`src/rtl/display_pkg.sv`:
```
// Shared types and segment constants for the seven-segment scan driver.
package display_pkg;

    localparam logic [6:0] SEG_BLANK = 7'b1111111;
    localparam logic [6:0] SEG_DASH  = 7'b1111110;
    localparam logic [6:0] SEG_E     = 7'b0110000;

    typedef enum logic [1:0] {
        SLOT_UNITS = 2'd0,
        SLOT_TENS  = 2'd1,
        SLOT_SIGN  = 2'd2,
        SLOT_SPARE = 2'd3
    } slot_t;

    // One calculator result as held in the shadow and display buffers.
    typedef struct packed {
        logic       sign;
        logic [3:0] tens;
        logic [3:0] units;
    } digits_t;

endpackage

```
`src/rtl/display_scan_driver_if.sv`:
```
// Calculator-facing inputs and display-facing outputs of the scan driver.
interface display_scan_driver_if;

    logic       load;
    logic       sign;
    logic [3:0] tens;
    logic [3:0] units;
    logic       blank_lz;
    logic [6:0] seg;
    logic       dp;
    logic [3:0] an;
    logic       frame_done;

    modport master (
        output load, sign, tens, units, blank_lz,
        input  seg, dp, an, frame_done
    );

    modport slave (
        input  load, sign, tens, units, blank_lz,
        output seg, dp, an, frame_done
    );

endinterface

```
`src/rtl/display_scan_driver_bcd_to_seg.sv`:
```
// BCD digit to active-low a..g segment pattern; any value above 9 shows 'E'.
module bcd_to_seg
    import display_pkg::*;
(
    input  logic [3:0] bcd,
    output logic [6:0] seg
);

    always_comb begin
        seg = SEG_E;
        case (bcd)
            4'd0:    seg = 7'b0000001;
            4'd1:    seg = 7'b1001111;
            4'd2:    seg = 7'b0010010;
            4'd3:    seg = 7'b0000110;
            4'd4:    seg = 7'b1001100;
            4'd5:    seg = 7'b0100100;
            4'd6:    seg = 7'b0100000;
            4'd7:    seg = 7'b0001111;
            4'd8:    seg = 7'b0000000;
            4'd9:    seg = 7'b0000100;
            default: seg = SEG_E;
        endcase
    end

endmodule

```
`src/rtl/display_scan_driver.sv`:
```
// Four-digit time-multiplexed seven-segment scanner with a frame-synchronous
// double buffer, anode dead-time and leading-zero blanking.
module display_scan_driver
    import display_pkg::*;
#(
    parameter int PRESCALE = 50000,
    parameter int DEAD     = 2
) (
    input  logic                  clk,
    input  logic                  rst,
    display_scan_driver_if.slave  bus
);

    localparam int             PW        = (PRESCALE > 1) ? $clog2(PRESCALE) : 1;
    localparam logic [PW-1:0]  PRESC_MAX = PW'(PRESCALE - 1);
    localparam logic [PW-1:0]  DEAD_CNT  = PW'(DEAD);

    logic [PW-1:0] presc_q, presc_d;
    slot_t         slot_q, slot_d;
    digits_t       shadow_q, shadow_d;
    digits_t       disp_q, disp_d;
    logic          pending_q, pending_d;
    logic [6:0]    seg_q, seg_d;
    logic [3:0]    an_q, an_d;
    logic          frame_done_q, frame_done_d;

    logic          tick;
    logic          frame_end;
    logic [3:0]    digit;
    logic [6:0]    digit_seg;

    assign tick      = (presc_q == PRESC_MAX);
    assign frame_end = tick && (slot_q == SLOT_SPARE);
    assign digit     = (slot_q == SLOT_TENS) ? disp_q.tens : disp_q.units;

    bcd_to_seg u_bcd_to_seg (
        .bcd (digit),
        .seg (digit_seg)
    );

    always_comb begin
        presc_d      = tick ? '0 : presc_q + 1'b1;
        slot_d       = tick ? slot_t'(slot_q + 2'd1) : slot_q;
        shadow_d     = shadow_q;
        disp_d       = disp_q;
        pending_d    = pending_q;
        frame_done_d = frame_end;

        // Transfer takes the old shadow; a same-cycle load re-arms pending.
        if (frame_end && pending_q) begin
            disp_d    = shadow_q;
            pending_d = 1'b0;
        end
        if (bus.load) begin
            shadow_d  = '{sign: bus.sign, tens: bus.tens, units: bus.units};
            pending_d = 1'b1;
        end

        seg_d = SEG_BLANK;
        case (slot_q)
            SLOT_UNITS: seg_d = digit_seg;
            SLOT_TENS:  seg_d = (bus.blank_lz && disp_q.tens == 4'd0) ? SEG_BLANK : digit_seg;
            SLOT_SIGN:  seg_d = disp_q.sign ? SEG_DASH : SEG_BLANK;
            SLOT_SPARE: seg_d = SEG_BLANK;
            default:    seg_d = SEG_BLANK;
        endcase

        // Anodes stay dark for the first DEAD clocks of each slot to avoid ghosting.
        an_d = 4'b1111;
        if (presc_q >= DEAD_CNT) begin
            case (slot_q)
                SLOT_UNITS: an_d = 4'b1110;
                SLOT_TENS:  an_d = 4'b1101;
                SLOT_SIGN:  an_d = 4'b1011;
                SLOT_SPARE: an_d = 4'b0111;
                default:    an_d = 4'b1111;
            endcase
        end
    end

    always_ff @(posedge clk or posedge rst) begin
        if (rst) begin
            presc_q      <= '0;
            slot_q       <= SLOT_UNITS;
            shadow_q     <= '0;
            disp_q       <= '0;
            pending_q    <= 1'b0;
            seg_q        <= SEG_BLANK;
            an_q         <= 4'b1111;
            frame_done_q <= 1'b0;
        end else begin
            presc_q      <= presc_d;
            slot_q       <= slot_d;
            shadow_q     <= shadow_d;
            disp_q       <= disp_d;
            pending_q    <= pending_d;
            seg_q        <= seg_d;
            an_q         <= an_d;
            frame_done_q <= frame_done_d;
        end
    end

    assign bus.seg        = seg_q;
    assign bus.an         = an_q;
    assign bus.dp         = 1'b1;
    assign bus.frame_done = frame_done_q;

endmodule
```
`src/flat_wrapper.sv`:
```
// flat-port wrapper written by rule: the top's interface ports become plain ports
module display_scan_driver_flat import display_pkg::*;
#(
    parameter int PRESCALE = 50000,
    parameter int DEAD     = 2
)
  (clk, rst, bus_load, bus_sign, bus_tens, bus_units, bus_blank_lz, bus_seg, bus_dp, bus_an, bus_frame_done);
  display_scan_driver_if bus_i ();
  input  logic clk;
  input  logic rst;
  input wire logic [$bits(bus_i.load)-1:0] bus_load;
  input wire logic [$bits(bus_i.sign)-1:0] bus_sign;
  input wire logic [$bits(bus_i.tens)-1:0] bus_tens;
  input wire logic [$bits(bus_i.units)-1:0] bus_units;
  input wire logic [$bits(bus_i.blank_lz)-1:0] bus_blank_lz;
  output wire logic [$bits(bus_i.seg)-1:0] bus_seg;
  output wire logic [$bits(bus_i.dp)-1:0] bus_dp;
  output wire logic [$bits(bus_i.an)-1:0] bus_an;
  output wire logic [$bits(bus_i.frame_done)-1:0] bus_frame_done;
  assign bus_i.load = bus_load;
  assign bus_i.sign = bus_sign;
  assign bus_i.tens = bus_tens;
  assign bus_i.units = bus_units;
  assign bus_i.blank_lz = bus_blank_lz;
  assign bus_seg = bus_i.seg;
  assign bus_dp = bus_i.dp;
  assign bus_an = bus_i.an;
  assign bus_frame_done = bus_i.frame_done;
  display_scan_driver #(.PRESCALE(PRESCALE), .DEAD(DEAD)) u_core (.clk(clk), .rst(rst), .bus(bus_i));
endmodule
```
`config.mk`:
```
export PLATFORM = sky130hd
export DESIGN_NAME = display_scan_driver_flat
export DESIGN_NICKNAME = d
export VERILOG_FILES = /design/src/rtl/display_pkg.sv /design/src/rtl/display_scan_driver_if.sv /design/src/rtl/display_scan_driver_bcd_to_seg.sv /design/src/rtl/display_scan_driver.sv /design/src/flat_wrapper.sv
export SDC_FILE = /design/constraint.sdc
export NUM_CORES = 1
export LEC_CHECK = 0
export BUFFER_PORTS_ARGS = -buffer_cell sky130_fd_sc_hd__buf_4
export CORE_MARGIN = 5
export CORE_UTILIZATION = 45
export DETAILED_ROUTE_END_ITERATION = 16
export GPL_TIMING_DRIVEN = 0
export PLACE_DENSITY = 0.65
export SLEW_MARGIN = 20
export SYNTH_ARGS = -nofsm -noshare
export SYNTH_HDL_FRONTEND = slang
export SYNTH_SLANG_ARGS = --single-unit
```
`constraint.sdc`:
```
create_clock -name clk -period 2.7 [get_ports clk]
set_input_delay 0.405 -clock clk [delete_from_list [all_inputs] [get_ports clk]]
set_output_delay 0.405 -clock clk [all_outputs]
set_load 0.05 [all_outputs]
```
# Word level (Yosys, flattened, before mapping)
# Memory sizes are Yosys's and may differ from the RTL's.
# Cells that the tools add are included.
# Widths: inputs -> output; s select.
# totals
reg_bits,49
latch_bits,0
mem_bits_rw,0
romBits,112
out_inout_bits,13
word_cells,35
memories,1
# classes
addsub,2
n_mul,0
div,0
magnitude_cmp,1
n_eq_ne,4
shift,0
n_mux,9
n_bitwise,0
n_reduce_logical,6
# memory_table
memory,words,word_bits,read_ports,rd_ports_with_merged_regs,wr,line,text
(name not given),16,7,1,0,0,display_scan_driver_bcd_to_seg.sv:11,case (bcd)
# op_table
cell,count
$pmux 7 s4,1
$add 16x1->16 const B,1
$eq 16x16->1 const B,1
$ge 16x2->1 const B,1
$mux 16,1
$pmux 4 s4,1
$mux 4,2
$mux 7,1
$eq 2x2->1 const B,2
$logic_not 4->1,1
$logic_and 1x1->1,3
$mux 1,3
$add 2x1->2 const B,1
$eq 2x1->1 const B,1
$logic_not 2->1,1
$reduce_bool 2->1,1

# Depth between registers and ports, before layout
# Gate-level depths: netlist of the first run.
# depth
word_depth,5
mapped_depth,9
ltp_nobuf,8

# Cells and area by module
# A second synthesis of the first run with hierarchy kept.
# unflattened
cells_unflattened,203
area_unflattened_um2,2338.5
# by_module_without_submodules
module,n_inst,cells_per_inst,area_per_inst_um2
display_scan_driver,1,176,2149.6
bcd_to_seg,1,27,188.9

# Worst setup path after synthesis of the first run
# Ideal clock, no wire load.
# synth_timing
kind,register -> register
startpoint,reg u_core.slot_q[1]
endpoint,reg u_core.seg_q[0] (netlist: u_core.bus.seg[0])
setup_ps,111
t_arrival_ps,1934
t_required_ps,2589
path_slack_ps,655
stages_incl_launch_ff,8
n_path_buf,1
path_cell_list,dfrtp_1 -> inv_1 -> ha_1 -> buf_2 -> mux2i_1 -> mux2i_1 -> or3_1 -> o311ai_0
# synth_between
elab_chain_cells,5
# synth_rtl
element,line,text
start: declaration,display_scan_driver.sv:19,"slot_t slot_q, slot_d;"
start signal: assignment,display_scan_driver.sv:93,slot_q <= slot_d;
$eq 2x1->1,"display_scan_driver.sv:34, display_scan_driver.sv:60",
$mux 4,display_scan_driver.sv:34,assign digit = (slot_q == SLOT_TENS) ? disp_q.tens : disp_q.units;
$mem_v2 16x7,n/a,
$mux 7,display_scan_driver.sv:62,SLOT_TENS: seg_d = (bus.blank_lz && disp_q.tens == 4'd0) ? SEG_BLANK : digit_seg;
$pmux 7 s4 (*),display_scan_driver.sv:60,case (slot_q)
net u_core.seg_d[0],display_scan_driver.sv:23,"logic [6:0] seg_q, seg_d;"
end signal: assignment,display_scan_driver.sv:97,seg_q <= seg_d;
end: declaration,display_scan_driver.sv:23,
# Mark *: on every way through the listed nets, which the timed path passes. The rest lies on a longest branch.
# A chain may end at the register's enable or synchronous reset.

# Final worst setup path of the first run
# Ends and elaborated chain as after synthesis.

==> results of run 1 <==
-- power breakdown --
group | leakage, uW | switching [uW] | total, uW | internal [uW]
clock | 0.0000687 | 248 | 621 | 373
combinational | 0.000691 | 24.5 | 50.9 | 26.4
sequential | 0.000605 | 6.70 | 754 | 748
total | 0.00136 | 280 | 1430 | 1150
-- per-stage QoR --
| step | power, uW | instance area, um^2 |
|---|---|---|
| global route | 1490 | 2760 |
| detailed placement | 821 | 2620 |
| CTS | 1450 | 2760 |
| global placement | 816 | 2600 |
| floorplan | 797 | 2340 |
| finish | 1430 | 2760 |
-- how the worst min path moves through the flow --
stage | to | depth (start not counted) | slack [ns]
after global routing | u_core.shadow_q[0] | 2 | 0.09
after detailed placement | u_core.disp_q[3] | 2 | 0.42
after CTS | u_core.disp_q[7] | 2 | 0.08
final | u_core.shadow_q[0] | 2 | 0.08
after floorplan | u_core.presc_q[13] | 1 | 0.46
after global placement | u_core.shadow_q[3] | 1 | 0.49
-- layout make-up --
class | count | area, um^2
multi-input cells | 135 | 1020
clock buffers | 5 | 68.8
fillers | 468 | 2320
flip-flops and latches | 49 | 1240
repair buffers | 24 | 193
inverters | 11 | 41.3
plain buffers | 7 | 36.3
clock inverters | 3 | 68.8
well taps | 70 | 87.6
-- logic make-up (layout without fill, tap and decap cells) --
kind of cell             count (synthesis)  count (layout)  synth area share [%]
buffers and inverters                   18              50                  3.31
multiplexers                            29              29                  13.5
XOR/XNOR                                12              12                  4.49
AND/OR/NAND/NOR                         61              61                  14.0
AO/OA/AOI/OAI                           19              19                  4.65
adder cells (fa/ha/maj)                 13              13                  6.95
flip-flops                              49              49                  53.0
other                                    1               1                 0.160
-- metal layers --
metal | GRT usage [%] | part of all wire [%] | wire [um] | vias to the layer above
li1 | - | - | - | 759
met1 | 18.0 | 52 | 2040 | 729
met2 | 21.2 | 42 | 1680 | 33
met3 | 4.01 | 4.3 | 170 | 5
met4 | 6.15 | 1.6 | 64 | 0
met5 | 0 | 0 | 0 | -
-- worst max-delay path, stage by stage (launching register included) --
cell	delay (ns)
dfrtp_1	0.42
inv_1	0.13
ha_1	0.15
buf_2	0.22
mux2i_1	0.76
mux2i_1	0.19
or3_1	0.33
o311ai_0	0.13
-- registers in the layout, summed over array words and instances, names as in the netlist --
signal	flops
u_core.presc_q	16
u_core.bus.seg	7
u_core.bus.an	4
u_core.bus.frame_done	1
u_core.disp_q	9
u_core.shadow_q	9
u_core.pending_q	1
u_core.slot_q	2
-- cells in the final DEF (no fill, tap or decap), types with 2 or more instances in the layout --
cell type / count
nand3_1: 4
nand2_1: 13
buf_4: 25
nand4_1: 7
dfrtp_1: 38
xnor2_1: 5
and3_1: 3
nor4_1: 7
dfstp_2: 11
buf_2: 2
inv_1: 10
xor2_1: 7
mux2_2: 20
ha_1: 13
a21oi_1: 8
nor2b_1: 2
o21ai_0: 6
clkbuf_8: 5
clkbuf_1: 3
or3_1: 3
mux2i_1: 9
nor3_1: 3
nor2_1: 14
bufinv_16: 2
==> metrics.md, run 1 <==
| Metric | Value |
|---|---|
| Dominant synthesized flop cell | `dfrtp_1` |
| Reg clk slew, reported paths | `0.09 ns` |
| Setup crit end | `u_core.bus.seg[0]` |
| Postcts setup bufs | `0` |
| Gr usage total | `13.8%` |
| Post-synth top area share | `40.6%` |
| Bufs on Longest Clock Path | `2` |
| Worst r2r path cells | `7` |
| Yosys reg bits | `49` |
| MaxCap Viol Count | `0` |
| Worst flop-to-flop path endpoint | `u_core.bus.seg[0]` |
| Num CTS Buffers | `5` |
| Global-route wire length before repair | `6970 um` |
| R2r setup slk | `0.25 ns` |
| Final HPWL DP | `2890 um` |
| Clock Skew | `0.0124 ns` |
| R2r startpoint | `u_core.slot_q[1]` |
| Maximum VDD drop | `224 uV` |
| Fmax | `409 MHz` |
| Die area | `6740 um^2` |
| Placer congestion estimate | `0.742` |
| Final Hold Fails | `0` |
| Worst-Margin Slew | `0.864 ns` |
| Placed Cells | `296` |
| Root Driver | `clkbuf_8` |
| Wire length per cell | `13.0 um` |
| ANT nets after route | `0` |
| WL final | `3950 um` |
| DR vias | `1526` |
| Count leader, synth | `dfrtp_1` |
| CTS tree | `yes` |
| Largest net degree at the start of global routing | `33` |
| GRT Residual Overflow | `0` |
| Critical Path AT | `2.62 ns` |
| Max-slew violations | `0` |
| Initial antenna violation count | `0` |
| Non-filler instance count after layout | `304` |
| Leak | `0.00136 uW` |
| Share of layout cells above drive strength 1 | `30.3%` |
| Commonest cells post-synth | `dfrtp_1, mux2_2, nor2_1` |
| Avg Inst Size Synth | `11.6 um^2` |
| Startpoint Class | `register` |
| DR vias/cell | `5.02` |
| Class of the worst hold path | `primary input to asynchronous set/reset pin` |
| Crit path from | `u_core.slot_q[1]` |
| CORE AREA | `5070 um^2` |
| Worst hold margin | `0.0752 ns` |
| Worst setup EP type | `register` |
| Post-Syn Instances | `202` |
| Diodes inserted | `0` |
| I/O pin count | `26` |
| Req. time, crit path | `2.88 ns` |
| Crit-path max FO | `10` |
| # rows | `26` |
| YS warnings | `0` |
| Slew margin rel. | `40.8%` |
| Mapped Area | `2340 um^2` |
| Core Util, Final | `54.4%` |
| Final WS setup | `0.254 ns` |
| Final #Nets | `259` |
| Unique masters post-synth | `33` |
| RSZ-0062 raised after global routing | `no` |
| Cell taking the most area after synthesis | `dfrtp_1` |
| Vias in the first global route | `1539` |
| Final worst-path cycle share | `90.6%` |
| Num Clock Sinks | `49` |
| EDFF count, synth | `0` |
| Pre-CTS setup slack | `0.311 ns` |
| CP Class | `register to register` |
| Status | `complete, no violations` |
| DRC viols | `0` |
| Post-Syn Nets | `228` |
| Async SR Flop Fraction | `100%` |
| Worst-skew pair later-pin latency | `0.30 ns` |
| Most area-consuming cells after synthesis | `dfrtp_1, dfstp_2, mux2_2` |
| DR pass1 iterations | `4` |
| Synth-to-Final Area Change | `17.9%` |
| Fin crit period | `2.45 ns` |
| Chip height | `82.1 um` |
| Total negative slack | `0 ns` |
| DR iter-0 viols | `57` |
| Pwr Density | `517 nW/um^2` |
| Clock H-tree levels | `2` |
| Die Width | `82.1 um` |
| Final setup vio count | `0` |
| Number of I/O port buffers | `23` |
| Hold Buf Count CTS | `0` |
| Initial Util | `46.1%` |
| Register area share after synthesis | `53.0%` |
| Post-CTS resize count | `0` |
No activity file was read; power rests on OpenSTA's default activity.
==> inputs of run 2 (changes only) <==
- REMOVE_ABC_BUFFERS: not set -> 1
==> run 2 against run 1 <==
Against the previous run: clock-buffer cell count rose by 1; sequential power is essentially flat; hold slack improved by 0.060 ns; first-iteration DRC count shrank 16%; critical path depth shrank 1; die area unchanged; routed wire length is 1.2% lower; worst setup slack gained 0.024 ns; critical path type unchanged; highest routed layer unchanged; cell area shrank 1.9%; non-clock buffer count down 3.
==> metrics.md, run 2 (synthesis results as in run 1) <==
| Metric | Value |
|---|---|
| Status | `complete, no violations` |
| DR pass1 iterations | `4` |
| Root Driver | `clkbuf_8` |
| Multi-input logic area | `1020 um^2` |
| Number of I/O port buffers | `24` |
| Wire length per cell | `13.0 um` |
| Slew margin rel. | `42.3%` |
| Final #Nets | `256` |
| CP Buf/Inv Count | `1` |
| Worst flop-to-flop path endpoint | `u_core.bus.seg[0]` |
| Met2 usage | `20.3%` |
| Largest register by flop count | `u_core.presc_q` |
| Crit path largest cell delay | `0.73 ns` |
| Crit-path max FO | `10` |
| Hold Buf Count CTS | `0` |
| Placed Cells | `290` |
| Bufs on Longest Clock Path | `2` |
| Fmax | `413 MHz` |
| Crit path max-delay family | `multiplexers` |
| WL final | `3910 um` |
| Top Usage Layer GRT | `met2` |
| Sequential share of power | `60.6%` |
| Pre-CTS setup slack | `-0.00533 ns` |
| Global-route wire length before repair | `6910 um` |
| M3 GR Usage | `3.90%` |
| RSZ-0062 raised after global routing | `no` |
| Combinational power share | `4.0%` |
| Clock network fraction of total power | `35.3%` |
| Critical Path AT | `2.60 ns` |
| Sw frac | `21.5%` |
| Gr usage total | `13.6%` |
| Initial antenna violation count | `0` |
| CTS tree | `yes` |
| Critical path, cell by cell | `inv_1 -> ha_1 -> mux2i_1 -> mux2i_1 -> or3_1 -> o311ai_0` |
| Clock H-tree levels | `2` |
| R2r setup slk | `0.28 ns` |
| Total negative slack | `0 ns` |
| CP most frequent cell | `mux2i_1` |
| Die Width | `82.1 um` |
| DR vias | `1508` |
| Pwr Density | `460 nW/um^2` |
| Worst r2r path cells | `6` |
| Max-slew violations | `0` |
| DR iter-0 viols | `48` |
| Diodes inserted | `0` |
| Class of the worst hold path | `primary input to asynchronous set/reset pin` |
| Commonest cells after routing, fill and taps aside | `dfrtp_1, buf_4, mux2_2` |
| Final worst-path cycle share | `89.7%` |
| Initial Util | `46.1%` |
| I/O pin count | `26` |
| Final HPWL DP | `2800 um` |
| Worst-skew pair later-pin latency | `0.30 ns` |
| DRC viols | `0` |
| Largest register FFs | `16` |
| Num Clock Sinks | `49` |
| CORE AREA | `5070 um^2` |
| Placer congestion estimate | `0.775` |
| Synth-to-Final Area Change | `15.6%` |
| FF/Latch Area | `1240 um^2` |
| Non-filler instance count after layout | `301` |
| R2r startpoint | `u_core.slot_q[1]` |
| GRT Residual Overflow | `0` |
| Reg clk slew, reported paths | `0.09 ns` |
| ANT nets after route | `0` |
| Clock Skew | `0.00670 ns` |
| Worst setup EP type | `register` |
| Final Hold Fails | `0` |
| Final WS setup | `0.278 ns` |
| Largest registers | `u_core.presc_q (16), u_core.disp_q (9), u_core.shadow_q (9)` |
| Layout filler cell count | `472` |
| Vias in the first global route | `1469` |
| Chip height | `82.1 um` |
| DR vias/cell | `5.01` |
| Sw power | `267 uW` |
| Share of layout cells above drive strength 1 | `30.3%` |
| Fin crit period | `2.42 ns` |
| Req. time, crit path | `2.88 ns` |
| Cell-internal power | `977 uW` |
| Total power | `1240 uW` |
| MaxCap Viol Count | `0` |
| Largest net degree at the start of global routing | `27` |
| Maximum VDD drop | `247 uV` |
| Met1 Use GR | `18.0%` |
| Leak | `0.00134 uW` |
| Worst hold margin | `0.135 ns` |
| Num CTS Buffers | `5` |
| Die area | `6740 um^2` |
| # rows | `26` |
| Final setup vio count | `0` |
| Worst-Margin Slew | `0.858 ns` |
| Slowest cell on crit path | `mux2i_1` |
| Commonest non-fill, non-tap cell in the layout | `dfrtp_1` |
| CP Class | `register to register` |
| Startpoint Class | `register` |
| Post-CTS resize count | `0` |
-- run 2: cell types whose count changed in the layout (fill, tap and decap cells not counted), sizes merged --
cell,before,now
bufinv,2,0
clkinv,0,2
inv,12,11
clkbuf,8,6
-- run 2: layout make-up --
type	instances	area share (%)
Sequential cell	49	45.8
Multi-Input combinational cell	135	37.8
Timing Repair Buffer	28	8.23
Tap cell	70	3.24
Clock buffer	6	3.05
Inverter	11	1.53
Clock inverter	2	0.324
-- run 2: how the worst max path moves through the flow --
stage | startpoint | endpoint | slack [ns] | depth (start not counted)
after floorplan | u_core.presc_q[10] | u_core.disp_q[0] | 0.32 | 4
after global placement | u_core.presc_q[10] | u_core.disp_q[0] | 0.004 | 4
after detailed placement | u_core.presc_q[10] | u_core.disp_q[4] | -0.005 | 4
after CTS | u_core.presc_q[10] | u_core.disp_q[0] | 0.11 | 4
after global routing | u_core.slot_q[1] | u_core.bus.seg[0] | 0.02 | 8
final | u_core.slot_q[1] | u_core.bus.seg[0] | 0.28 | 6
-- run 2: repair_timing --
action,in CTS,in global routing
pin swaps,1,1
endpoints found under the setup margin,9,9
buffers inserted,0,3
-- run 2: routing by layer --
layer / wire length, um / share of wire [%]
met5: 0 / 0
met4: 81 / 2.1
met3: 168 / 4.3
met2: 1760 / 45
met1: 1890 / 48
-- run 2: power by group through the flow --
| stage | clock network [uW] | registers, uW | logic (uW) |
|---|---|---|---|
| 2_1_floorplan | 0 | 765 | 28.1 |
| 3_3_place_gp | 0 | 768 | 48.0 |
| 3_5_place_dp | 0 | 769 | 52.3 |
| 4_1_cts | 450 | 755 | 52.3 |
| 5_1_grt | 485 | 757 | 56.9 |
| 6_report | 439 | 754 | 50.3 |
-- run 2: per-stage QoR --
step                util [%]  instance area (um^2)
finish                  53.3                  2710
global route            53.3                  2710
CTS                     52.9                  2680
detailed placement      51.1                  2590
global placement        50.7                  2570
floorplan                  -                  2300
